==> config.mk <==
export PLATFORM = sky130hd
export DESIGN_NAME = pwm_ramp_ctrl
export DESIGN_NICKNAME = d
export VERILOG_FILES = /design/src/rtl/pwm_pkg.sv /design/src/rtl/tick_gen.sv /design/src/rtl/pwm_ramp_ctrl.sv
export SDC_FILE = /design/constraint.sdc
export NUM_CORES = 1
export LEC_CHECK = 0
export ABC_AREA = 1
export CORE_ASPECT_RATIO = 1.25
export CORE_UTILIZATION = 35
export CTS_CLUSTER_SIZE = 40
export DETAILED_ROUTE_END_ITERATION = 10
export HOLD_SLACK_MARGIN = 0.05
export PLACE_DENSITY = 0.56
export SETUP_SLACK_MARGIN = 0.2
export SLEW_MARGIN = 20
export SYNTH_ARGS = -nofsm -noshare
export SYNTH_HDL_FRONTEND = slang
export SYNTH_SLANG_ARGS = --single-unit
export TNS_END_PERCENT = 20
==> constraint.sdc <==
create_clock -name clk -period 5.28 [get_ports clk]
set_input_delay 1.584 -clock clk [delete_from_list [all_inputs] [get_ports clk]]
set_output_delay 1.584 -clock clk [all_outputs]
set_load 0.02 [all_outputs]
==> src/rtl/pwm_pkg.sv <==
// pwm_pkg
// Shared definitions for the PWM ramp controller:
//   - state_t          : ramp sequencer states (IDLE, RAMP, DONE)
//   - CLK_FREQ_DEFAULT : default system clock frequency in Hz
//   - tick_max()       : clock cycles per ramp tick
//   - presc_width()    : prescaler counter width for a given tick period
package pwm_pkg;

    typedef enum logic [1:0] {
        IDLE = 2'd0,
        RAMP = 2'd1,
        DONE = 2'd2
    } state_t;

    localparam int CLK_FREQ_DEFAULT  = 50_000_000;
    localparam int STEP_FREQ_DEFAULT = 1000;

    // Number of system clock cycles between two ramp ticks.
    function automatic int tick_max(input int clk_freq, input int step_freq);
        return clk_freq / step_freq;
    endfunction

    // Counter width able to hold 0..tm-1; never narrower than one bit.
    function automatic int presc_width(input int tm);
        return (tm <= 2) ? 1 : $clog2(tm);
    endfunction

    localparam int PRESC_W_DEFAULT =
        presc_width(tick_max(CLK_FREQ_DEFAULT, STEP_FREQ_DEFAULT));

endpackage

==> src/rtl/tick_gen.sv <==
// tick_gen
// Free-running prescaler that produces a one-cycle tick every TICK_MAX
// enabled cycles.
// Ports:
//   clk  : system clock, rising edge
//   rst  : asynchronous active-low reset
//   clr  : synchronous clear of the count (wins over en)
//   en   : count enable
//   tick : high while count == TICK_MAX-1 and en is high
module tick_gen
    import pwm_pkg::*;
#(
    parameter int TICK_MAX = 4
) (
    input  logic clk,
    input  logic rst,
    input  logic clr,
    input  logic en,
    output logic tick
);

    localparam int CNT_W = presc_width(TICK_MAX);
    localparam logic [CNT_W-1:0] CNT_LAST = CNT_W'(TICK_MAX - 1);

    logic [CNT_W-1:0] count_reg;
    logic [CNT_W-1:0] count_next;
    logic             at_last;

    assign at_last = (count_reg == CNT_LAST);

    always_comb begin
        count_next = count_reg;
        if (clr) begin
            count_next = '0;
        end else if (en) begin
            count_next = at_last ? '0 : count_reg + CNT_W'(1);
        end
    end

    always_ff @(posedge clk or negedge rst) begin
        if (!rst) begin
            count_reg <= '0;
        end else begin
            count_reg <= count_next;
        end
    end

    // Decoded from the registered count and the enable only, so the tick
    // is available for the whole final cycle of each period.
    assign tick = at_last && en;

endmodule

==> src/rtl/pwm_ramp_ctrl.sv <==
// pwm_ramp_ctrl
// Duty-cycle sequencer: accepts {target, step} over a valid/ready handshake
// and walks the duty output toward the target by one step per ramp tick,
// saturating at the target in either direction.
// Ports:
//   clk        : system clock, rising edge
//   rst        : asynchronous active-low reset
//   cmd_valid  : command offered
//   cmd_ready  : controller idle, command accepted on cmd_valid && cmd_ready
//   cmd_target : requested duty
//   cmd_step   : increment per tick (0 behaves as 1)
//   abort      : stop an active ramp, holding the present duty
//   duty       : registered duty value to the PWM comparator
//   busy       : ramp in progress
//   done       : one-cycle pulse once duty has reached the target
module pwm_ramp_ctrl
    import pwm_pkg::*;
#(
    parameter int CLK_FREQ  = CLK_FREQ_DEFAULT,
    parameter int STEP_FREQ = STEP_FREQ_DEFAULT,
    parameter int DUTY_W    = 8
) (
    input  logic              clk,
    input  logic              rst,
    input  logic              cmd_valid,
    output logic              cmd_ready,
    input  logic [DUTY_W-1:0] cmd_target,
    input  logic [DUTY_W-1:0] cmd_step,
    input  logic              abort,
    output logic [DUTY_W-1:0] duty,
    output logic              busy,
    output logic              done
);

    localparam int TICK_MAX = tick_max(CLK_FREQ, STEP_FREQ);

    state_t            state_reg,  state_next;
    logic [DUTY_W-1:0] duty_reg,   duty_next;
    logic [DUTY_W-1:0] target_reg, target_next;
    logic [DUTY_W-1:0] step_reg,   step_next;

    logic tick;
    logic presc_clr;
    logic presc_en;

    // The prescaler only runs while ramping. Holding it cleared in every
    // other state gives a fresh 0 count at accept, and an abort clears it on
    // the very edge that leaves RAMP.
    assign presc_en  = (state_reg == RAMP);
    assign presc_clr = (state_reg != RAMP) || abort;

    tick_gen #(
        .TICK_MAX (TICK_MAX)
    ) u_tick_gen (
        .clk  (clk),
        .rst  (rst),
        .clr  (presc_clr),
        .en   (presc_en),
        .tick (tick)
    );

    // Step arithmetic carries one extra bit so neither direction can wrap:
    // an up-step past 2^DUTY_W-1 or a down-step below zero still compares
    // correctly against the target and saturates there.
    logic [DUTY_W:0]   duty_ext;
    logic [DUTY_W:0]   step_ext;
    logic [DUTY_W:0]   target_ext;
    logic [DUTY_W:0]   sum_ext;
    logic [DUTY_W:0]   diff_ext;
    logic [DUTY_W-1:0] up_val;
    logic [DUTY_W-1:0] down_val;
    logic [DUTY_W-1:0] upd_val;

    assign duty_ext   = {1'b0, duty_reg};
    assign step_ext   = {1'b0, step_reg};
    assign target_ext = {1'b0, target_reg};
    assign sum_ext    = duty_ext + step_ext;
    assign diff_ext   = duty_ext - step_ext;

    assign up_val   = (sum_ext > target_ext) ? target_reg : sum_ext[DUTY_W-1:0];
    // diff_ext[DUTY_W] set means the subtraction went below zero.
    assign down_val = (diff_ext[DUTY_W] || (diff_ext < target_ext))
                      ? target_reg : diff_ext[DUTY_W-1:0];
    assign upd_val  = (duty_reg < target_reg) ? up_val : down_val;

    always_comb begin
        state_next  = state_reg;
        duty_next   = duty_reg;
        target_next = target_reg;
        step_next   = step_reg;

        case (state_reg)
            IDLE: begin
                if (cmd_valid) begin
                    target_next = cmd_target;
                    step_next   = (cmd_step == '0) ? DUTY_W'(1) : cmd_step;
                    state_next  = RAMP;
                end
            end

            RAMP: begin
                if (abort) begin
                    // Abort outranks a coincident tick: duty is left alone.
                    state_next = IDLE;
                end else if (duty_reg == target_reg) begin
                    // Only reachable when the command asked for the duty we
                    // already had; every update path exits on equality.
                    state_next = DONE;
                end else if (tick) begin
                    duty_next = upd_val;
                    if (upd_val == target_reg) begin
                        state_next = DONE;
                    end
                end
            end

            DONE: begin
                state_next = IDLE;
            end

            default: begin
                state_next = IDLE;
            end
        endcase
    end

    always_ff @(posedge clk or negedge rst) begin
        if (!rst) begin
            state_reg  <= IDLE;
            duty_reg   <= '0;
            target_reg <= '0;
            step_reg   <= '0;
        end else begin
            state_reg  <= state_next;
            duty_reg   <= duty_next;
            target_reg <= target_next;
            step_reg   <= step_next;
        end
    end

    // All outputs decode registered state only.
    assign cmd_ready = (state_reg == IDLE);
    assign busy      = (state_reg == RAMP);
    assign done      = (state_reg == DONE);
    assign duty      = duty_reg;

endmodule

==> run_results.csv <==
group,metric,value,unit
logic_synthesis,synth_ff_type,"dfrtp_1",
die,die_h,114,um
logic_synthesis,synth_edf_count,0,
hold_path,hold_start,"u_tick_gen.count_reg[0]$_DFFE_PN0P_",
clock_tree,hold_buffers,0,
logic_synthesis,syn_avg_cell_area,7.22,um2
global_route,overflow,0,
routing,drc,0,
finish,diodes,0,
routing,drt-pass1-iter-count,5,
logic_synthesis,synth_nets,546,
global_route,antenna_found_initial,0,
setup_path,worstReg2RegStart,"duty[0]$_DFFE_PN0P_",
clock_tree,cts_setup_buffers,0,
die,initial_utilization,36.2,%
sta,setup-tns-final,0,ps
clock_tree,clock_latency,290,ps
clock_tree,cts_sinks,42,
power,p_int,1.10,mW
logic_synthesis,synth_common_cells,"104 x nand2_1, 61 x nand3_1, 58 x inv_1",
place,gp_congestion,0.940,
sta,period_share,82.2,%
routing,antenna_left,0,
setup_path,critPathCaptureType,"register",
power,comb_power_share,59.3,%
logic_synthesis,synth_area_leaders,"dfrtp_1 30%, ha_1 14%, nand2_1 11%, nand3_1 8.7%, inv_1 6.2%",
setup_path,cp_slowest_stage_delay,440,ps
power,swShare,48.1,%
power,power,2.12,mW
setup_path,critical_path_class,"reg2reg",
routing,via_per_inst,5.17,
sta,maxSlewViolCount,0,
finish,areaGrowthSynthToFinish,16.9,%
power,p_seq_share,21.4,%
routing,vias,3291,
logic_synthesis,ys_warn_count,0,
clock_tree,clk_pin_slew_worst_paths,60,ps
logic_synthesis,synth_cell_types,40,
logic_synthesis,syn_inst,484,
sta,worstMarginPinSlew,647,ps
setup_path,cp_max_fo,12,
die,core,9660,um2
setup_path,path_common_cell,"nand2_1",
finish,fin_nets,571,
sta,skew,9.10,ps
sta,max_clock_freq,231,MHz
hold_path,holdPathEnd,"u_tick_gen.count_reg[0]$_DFFE_PN0P_",
run,drv_cap,0,
finish,drive_gt1_share,5.29,%
logic_synthesis,syn-cell-area,3490,um2
place,dp_hpwl,7.52,mm
power,switchingPower,1.02,mW
die,num_rows,40,
sta,hold_viol,0,
place,io_buffer_count,30,
power,ir_drop,223,uV
die,die_x,91.4,um
power,power.density,519,nW/um2
die,dieArea,10400,um2
sta,min_period,4340,ps
die,num_io_pins,31,
logic_synthesis,synth_seq_area_share,30.1,%
logic_synthesis,yosys.area.top_type,"dfrtp_1",
global_route,grt_pass1_wl,15.7,mm
routing,wirelength,9.32,mm
setup_path,critPathLaunchType,"register",
sta,setup_viol,0,
finish,fill_cells,967,
global_route,grt_max_degree,43,
clock_tree,clockBufferDepth,2,
power,power_frac_clock,19.3,%
clock_tree,htreeDepth,2,
global_route,grt_pass1_vias,3285,
routing,drt-initial-drc-count,206,
clock_tree,cts_tree,"yes",
clock_tree,cts_buffers,5,
clock_tree,post_cts_resized,0,
setup_path,required,5430,ps
logic_synthesis,async_reset_ff_share,100,%
sta,rsz0062_at_grt,"no",
setup_path,r2r_end,"state_reg[0]$_DFFE_PN0P_",
setup_path,worstPathArrival,4490,ps
setup_path,r2r_setup_slack,940,ps
hold_path,hold_depth,1,
logic_synthesis,ys_ff_latch,42,
logic_synthesis,yosysTopAreaCellShare,30.1,%
power,p_leak,2.08,nW
clock_tree,root_buffer,"clkbuf_16",
global_route,grt_use_total,19.2,%
setup_path,crit_slowest_cell,"fa_1",
logic_synthesis,synth.most_common_cell,"nand2_1",
hold_path,hold_path.class,"reg2reg",
outcome,status,"completed",
routing,avgRoutedWirePerCell,14.6,um
setup_path,rr_worst_depth,26,
finish,largest_register_ffs,16,
sta,slew_headroom,56.5,%
setup_path,startpoint,"duty[0]$_DFFE_PN0P_",
-- power groups by stage --
stage          logic [mW]  registers [mW]  clock network (mW)
2_1_floorplan       0.962           0.434                   0
3_3_place_gp         1.23           0.458                   0
3_5_place_dp         1.24           0.458                   0
4_1_cts              1.25           0.452               0.418
5_1_grt              1.43           0.463               0.427
6_report             1.26           0.454               0.408
-- worst max-delay path: cells and delay by family, from the launching register on --
kind,cells,cell delay [ps]
AOI/OAI and AO/OA,2,430
adders and majority gates,3,940
xor gates and xnor gates,1,240
and+or+nand+nor,16,1840
buffers and inverters,4,350
DFF,1,400
-- how the worst max path moves through the flow --
stage | to | slack (ps) | cells past startpoint
floorplan | state_reg[0]$_DFFE_PN0P_ | 1880 | 24
global placement | state_reg[0]$_DFFE_PN0P_ | 1040 | 26
finish | state_reg[0]$_DFFE_PN0P_ | 940 | 26
detailed placement | state_reg[0]$_DFFE_PN0P_ | 980 | 26
CTS | state_reg[0]$_DFFE_PN0P_ | 950 | 26
global route | state_reg[0]$_DFFE_PN0P_ | 540 | 27
-- kinds of logic (layout without fill, tap and decap cells) --
kind of cell / after synthesis / count (layout) / share of synthesized area, %
AO/OA/AOI/OAI: 64 / 64 / 10.7
XOR/XNOR: 13 / 13 / 3.26
adder cells (fa/ha/maj): 42 / 42 / 15.5
buffers and inverters: 76 / 102 / 8.88
flip-flops: 42 / 42 / 30.1
AND/OR/NAND/NOR: 247 / 247 / 31.6
-- per-stage QoR --
| stage | setup slack [ps] | utilization [%] | hold slack, ps | area (um2) | instances |
|---|---|---|---|---|---|
| 6_report | 942 | 42.3 | 456 | 4080 | 636 |
| 3_3_place_gp | 1040 | 40.2 | 449 | 3880 | 628 |
| 2_1_floorplan | 1880 | - | 433 | 3490 | 484 |
| 3_5_place_dp | 978 | 40.2 | 451 | 3880 | 628 |
| 4_1_cts | 950 | 42.2 | 460 | 4080 | 636 |
| 5_1_grt | 544 | 42.3 | 485 | 4080 | 636 |
-- placed cells by master (no fill, tap or decap), types with 3 or more instances in the layout --
| master | instances |
|---|---|
| clkbuf_16 | 5 |
| dfrtp_1 | 42 |
| nand4_1 | 6 |
| clkdlybuf4s50_1 | 29 |
| nor3_1 | 6 |
| nand3_1 | 61 |
| nand2_1 | 103 |
| xor2_1 | 11 |
| inv_1 | 58 |
| nor4_1 | 3 |
| nor3b_1 | 9 |
| o21ai_0 | 14 |
| inv_2 | 3 |
| a21oi_1 | 32 |
| nand2_2 | 6 |
| ha_1 | 40 |
| a31oi_1 | 4 |
| nor2_1 | 47 |
-- final cells by class --
cell class | count | area [um2] | share of cell area (%)
Clock inverter | 2 | 60.1 | 1.47
Timing Repair Buffer | 30 | 298 | 7.29
Sequential cell | 42 | 1050 | 25.7
Tap cell | 126 | 158 | 3.86
Inverter | 64 | 243 | 5.95
Multi-Input combinational cell | 366 | 2130 | 52.3
Clock buffer | 6 | 139 | 3.40
-- routing by layer --
metal  vias to the layer above  GRT usage [%]  part of all wire [%]
li1                       1642              -                     -
met1                      1543           22.8                    42
met2                        86           35.6                    52
met3                        20           2.07                   3.2
met4                         0           6.77                   3.0
met5                         -              0                     0
(Power assumes the default switching activity.)
